**src/rtl/pipe_hazard_ctrl.sv**
```systemverilog
// Decode-stage interlock for the 5-stage pipeline: decodes the ID opcode into
// registered EX controls, tracks in-flight producers and raises stall on RAW hazards.
module pipe_hazard_ctrl #(
  parameter int FORWARD = 1,
  parameter int CNT_W   = 16
) (
  input  logic             clk,
  input  logic             rst_n,
  input  logic             id_valid,
  input  logic [5:0]       id_opcode,
  input  logic [4:0]       id_rs,
  input  logic [4:0]       id_rt,
  input  logic [4:0]       id_rd,
  input  logic             flush,
  output logic             stall,
  output logic             issue,
  output logic             ex_regwrite,
  output logic             ex_memwrite,
  output logic             ex_memread,
  output logic [1:0]       ex_aluop,
  output logic [4:0]       ex_dest,
  output logic [CNT_W-1:0] stall_count
);

  localparam logic [5:0] OP_RTYPE = 6'b000000;
  localparam logic [5:0] OP_LW    = 6'b100011;
  localparam logic [5:0] OP_SW    = 6'b101011;

  logic       dec_regwrite;
  logic       dec_memwrite;
  logic       dec_memread;
  logic [1:0] dec_aluop;
  logic [4:0] dec_dest;
  logic       use_rs;
  logic       use_rt;

  logic       ex_valid;
  logic       mem_valid;
  logic       mem_regwrite;
  logic [4:0] mem_dest;

  logic       ex_hit;
  logic       mem_hit;
  logic       raw;

  always_comb begin
    dec_regwrite = 1'b0;
    dec_memwrite = 1'b0;
    dec_memread  = 1'b0;
    dec_aluop    = 2'b11;
    dec_dest     = 5'd0;
    use_rs       = 1'b0;
    use_rt       = 1'b0;
    case (id_opcode)
      OP_RTYPE: begin
        dec_regwrite = 1'b1;
        dec_aluop    = 2'b10;
        dec_dest     = id_rd;
        use_rs       = 1'b1;
        use_rt       = 1'b1;
      end
      OP_LW: begin
        dec_regwrite = 1'b1;
        dec_memread  = 1'b1;
        dec_aluop    = 2'b00;
        dec_dest     = id_rt;
        use_rs       = 1'b1;
      end
      OP_SW: begin
        dec_memwrite = 1'b1;
        dec_aluop    = 2'b00;
        use_rs       = 1'b1;
        use_rt       = 1'b1;
      end
      default: ;
    endcase
  end

  // A producer with dest 0 never matches, which also keeps $0 sources hazard-free.
  always_comb begin
    ex_hit  = ex_valid && ex_regwrite && (ex_dest != 5'd0) &&
              ((use_rs && (id_rs == ex_dest)) || (use_rt && (id_rt == ex_dest)));
    mem_hit = mem_valid && mem_regwrite && (mem_dest != 5'd0) &&
              ((use_rs && (id_rs == mem_dest)) || (use_rt && (id_rt == mem_dest)));
    if (FORWARD != 0) raw = ex_hit && ex_memread;
    else              raw = ex_hit || mem_hit;
    stall = id_valid && !flush && raw;
    issue = id_valid && !flush && !raw;
  end

  // The WB entry can never cause a stall (register file writes first), so only
  // EX and MEM are kept; the pipeline shifts every cycle with no back-pressure.
  always_ff @(posedge clk or negedge rst_n) begin
    if (!rst_n) begin
      ex_valid     <= 1'b0;
      ex_regwrite  <= 1'b0;
      ex_memwrite  <= 1'b0;
      ex_memread   <= 1'b0;
      ex_aluop     <= 2'b11;
      ex_dest      <= 5'd0;
      mem_valid    <= 1'b0;
      mem_regwrite <= 1'b0;
      mem_dest     <= 5'd0;
    end else begin
      mem_valid    <= ex_valid;
      mem_regwrite <= ex_regwrite;
      mem_dest     <= ex_dest;
      if (issue) begin
        ex_valid    <= 1'b1;
        ex_regwrite <= dec_regwrite;
        ex_memwrite <= dec_memwrite;
        ex_memread  <= dec_memread;
        ex_aluop    <= dec_aluop;
        ex_dest     <= dec_dest;
      end else begin
        ex_valid    <= 1'b0;
        ex_regwrite <= 1'b0;
        ex_memwrite <= 1'b0;
        ex_memread  <= 1'b0;
        ex_aluop    <= 2'b11;
        ex_dest     <= 5'd0;
      end
    end
  end

  always_ff @(posedge clk or negedge rst_n) begin
    if (!rst_n) begin
      stall_count <= '0;
    end else if (stall && (stall_count != {CNT_W{1'b1}})) begin
      stall_count <= stall_count + {{(CNT_W-1){1'b0}}, 1'b1};
    end
  end

endmodule

```
**config.mk**
```make
export PLATFORM = sky130hd
export DESIGN_NAME = pipe_hazard_ctrl
export DESIGN_NICKNAME = d
export VERILOG_FILES = /design/src/rtl/pipe_hazard_ctrl.sv
export SDC_FILE = /design/constraint.sdc
export NUM_CORES = 1
export LEC_CHECK = 0
export ABC_AREA = 1
export CAP_MARGIN = 20
export CORE_AREA = 2 2 71 66
export DETAILED_ROUTE_END_ITERATION = 10
export DIE_AREA = 0 0 73 68
export GPL_ROUTABILITY_DRIVEN = 0
export MAX_ROUTING_LAYER = met4
export PLACE_DENSITY = 0.79
export SYNTH_ARGS = -nofsm -noshare
export SYNTH_HDL_FRONTEND = slang
export SYNTH_SLANG_ARGS = --single-unit
```
**constraint.sdc**
```tcl
create_clock -name clk -period 1.97 [get_ports clk]
set_input_delay 0.394 -clock clk [delete_from_list [all_inputs] [get_ports clk]]
set_output_delay 0.394 -clock clk [all_outputs]
set_load 0.1 [all_outputs]
```
==> impl_metrics.py <==
metrics = {
    "status": {
        "status": "finished with violations",
        "violations": "setup timing",
    },
    "timing": {
        "final_hold_viol_count": 0,
        "slew_headroom_pct": 74.8,
        "finalCriticalPeriod_ps": 2250,
        "fmax_mhz": 445,
        "tightestPinTransition_ps": 374,
        "layout_setup_ws_ps": -276,
        "setup_viol": 2,
        "timing.final.crit_share_pct": 114,
        "clock_skew_ps": 9.28,
        "rsz0062_at_grt": "true",
        "fin_setup_tns_ps": -525,
        "slew_violations": 0,
    },
    "route": {
        "drt-wirelength-per-cell_um": 14.1,
        "drc": 0,
        "wl_met3_um": 157,
        "dr_wl_met2_um": 2600,
        "vias": 1745,
        "postRouteAntennaNets": 0,
        "dr.pass1.iters": 4,
        "drt-initial-drc-count": 149,
        "met1_length_um": 1960,
        "routed_wl_um": 4920,
        "viasPerCell": 4.99,
        "top_layer": "met4",
    },
    "logic_synthesis": {
        "synth_top_family_by_area": "simple AND/OR/NAND/NOR gates",
        "synthAdderAreaFrac_pct": 0.766,
        "seq_area_frac_synth_pct": 41.5,
        "syn_area_um2": 1630,
        "synth_compound_area_share_pct": 0.613,
        "synth.area.mux_share_pct": 0,
        "synth_cells": 217,
        "yosysTopAreaCellShare_pct": 38.3,
        "synth_warnings": 0,
        "synth.largest_area_cell": "dfrtp_1",
        "synth-xor-area-share_pct": 11.3,
        "ys_types": 23,
        "synth_area_leaders": "dfrtp_1 (38%), nand2_1 (20%), xor2_1 (7.5%)",
        "synth_simple_gate_area_share_pct": 38.4,
        "postSynthAreaPerCell_um2": 7.53,
        "ys_seq_elements": 27,
        "syn_nets": 243,
    },
    "grt": {
        "grt_max_degree": 28,
        "grt_pass1_wl_um": 7710,
        "antenna_found_initial": 0,
        "grt_use_total_pct": 20.6,
        "first_global_vias": 1705,
        "overflow": 0,
    },
    "job": {
        "max_cap_violations": 0,
    },
    "final_layout": {
        "area_delta_synth_final_pct": 73.1,
        "n_antenna_cell": 0,
        "final_nets": 327,
        "drive_above_1_share_pct": 37.0,
        "fillers": 301,
        "final_cells": 350,
    },
    "floorplanning": {
        "rows": 23,
        "initial_utilization_pct": 38.1,
        "coreArea_um2": 4290,
        "io-pin-count": 53,
        "die_y_um": 68,
        "design.die.area_um2": 4960,
        "dieWidth_um": 73,
    },
    "worst_setup_path": {
        "crit_type": "in2out",
        "crit_family": "buffers and inverters",
        "path_cells": "clkdlybuf4s50_1 -> xor2_1 -> nor2_1 -> nand3_2 -> nand2_4 -> nand2_4 -> nand2_4 -> clkinvlp_4 -> buf_12",
        "arrival_ps": 1850,
        "max_stage_delay_ps": 440,
        "critPathSlowestCell": "clkdlybuf4s50_1",
        "crit_top_cell": "nand2_4",
        "end_kind": "primary output",
        "critPathLaunchType": "input port",
        "path_buf_inv": 3,
        "cp.required_ps": 1580,
        "critPathMaxFanout": 3,
    },
    "clock_network": {
        "cts_made_buffers": 3,
        "cts_sinks": 27,
        "insertion_delay_ps": 280,
        "cts_tree": "yes",
        "hold_buffers": 0,
        "htree_levels": 1,
        "clockRootBuffer": "clkbuf_8",
        "cts_buffer_depth": 2,
        "path_clk_slew_ps": 100,
    },
    "placement": {
        "hpwl_um": 3250,
        "io_buffers": 52,
        "place_inst": 329,
    },
    "min_path": {
        "min_path_type": "in2async",
    },
    "power_and_ir_drop": {
        "vdd_drop_max_uv": 293,
        "p_per_area_nw_per_um2": 365,
        "p_leak_nw": 1.36,
    },
}
[flip-flops by register name, indices dropped and copies added, names as in the netlist]
signal and flops:
ex_aluop 2, ex_memwrite 1, stall_count 16, ex_valid 1
ex_dest 5, ex_regwrite 1, ex_memread 1
[cell usage in the layout, fill, tap and decap left out, drive strengths merged]
| master | netlist | layout |
|---|---|---|
| nor2 | 18 | 18 |
| nor4 | 3 | 3 |
| dlygate4sd2 | 0 | 6 |
| ha | 1 | 1 |
| inv | 24 | 22 |
| a21oi | 1 | 1 |
| clkinvlp | 0 | 3 |
| buf | 3 | 59 |
| nand2 | 88 | 88 |
| nand4 | 16 | 16 |
| xnor2 | 7 | 7 |
| nor3 | 3 | 3 |
| clkdlybuf4s15 | 0 | 4 |
| clkbuf | 1 | 5 |
| dfrtp | 25 | 25 |
| nand3 | 10 | 10 |
| xor2 | 14 | 14 |
| clkdlybuf4s50 | 0 | 12 |
| dfstp | 2 | 2 |
| o21ai | 1 | 1 |
[final cells by class]
type / count / area, um^2 / share of cell area (%)
clock buffer: 3 / 41.3 / 1.46
clock inverter: 1 / 7.51 / 0.265
inverter: 24 / 100 / 3.54
multi-input combinational: 162 / 920 / 32.5
sequential: 27 / 716 / 25.3
tap: 50 / 62.6 / 2.21
timing repair buffer: 83 / 982 / 34.7
[Yosys cell counts]
cell / n
buf_6: 2
nand4_1: 15
ha_1: 1
inv_2: 1
nand2_1: 87
xor2_1: 14
nand2_2: 1
nor4_1: 3
nand3_2: 4
nand4_2: 1
nor3_1: 3
inv_1: 23
buf_2: 1
o21ai_1: 1
nor2_4: 2
dfstp_2: 2
a21oi_1: 1
clkbuf_1: 1
dfrtp_1: 25
xnor2_1: 7
nor2_2: 1
nand3_1: 6
nor2_1: 15
[routing by layer]
layer  up-vias  GRT usage [%]
li1        853              -
met1       822           26.2
met2        53           33.7
met3        17           1.91
met4         0           9.03
met5         -              -
[report_power, final]
part	switching, W	internal (W)	total [W]	leakage, nW
Combinational	0.0000742	0.0000685	0.000143	0.994
Sequential	0.00000116	0.000556	0.000557	0.340
Clock	0.000188	0.000144	0.000332	0.0217
[cells by family after synthesis]
| family | count (synthesis) |
|---|---|
| simple gates | 138 |
| buf+inv | 28 |
| flops | 27 |
| xor+xnor | 21 |
| compound gates | 2 |
| fa+ha+maj | 1 |
[worst paths after layout]
| path | slack (ps) | startpoint | depth (start not counted) | end |
|---|---|---|---|---|
| max | -280 | id_rs[1] | 9 | issue |
| max in group asynchronous | 1180 | rst_n | 2 | ex_aluop[0]$_DFF_PN1_ |
| min reg2reg | 530 | stall_count[15]$_DFFE_PN0P_ | 2 | stall_count[15]$_DFFE_PN0P_ |
| min in group clk | 530 | stall_count[15]$_DFFE_PN0P_ | 2 | stall_count[15]$_DFFE_PN0P_ |
| max reg2reg | 60 | ex_dest[3]$_DFF_PN0_ | 12 | stall_count[5]$_DFFE_PN0P_ |
| min | 490 | rst_n | 2 | stall_count[3]$_DFFE_PN0P_ |
[per-stage QoR]
step / utilization, % / instance area, um^2 / total power (W) / worst slack [ps] / hold WS, ps
after floorplan: - / 1690 / 0.000611 / -95.4 / 98.4
after global placement: 60.4 / 2590 / 0.000695 / -280 / 505
after detailed placement: 60.4 / 2590 / 0.000698 / -333 / 510
after CTS: 64.4 / 2760 / 0.00102 / -197 / 507
after global routing: 66.0 / 2830 / 0.00108 / -333 / 516
final: 66.0 / 2830 / 0.00103 / -276 / 487
[repair_timing]
action                                  CTS  global route
pin swaps                                10             9
endpoints found under the setup margin    2            24
resized for setup                        18            22
setup buffers                            15             2
No activity file was read; power rests on OpenSTA's default activity.
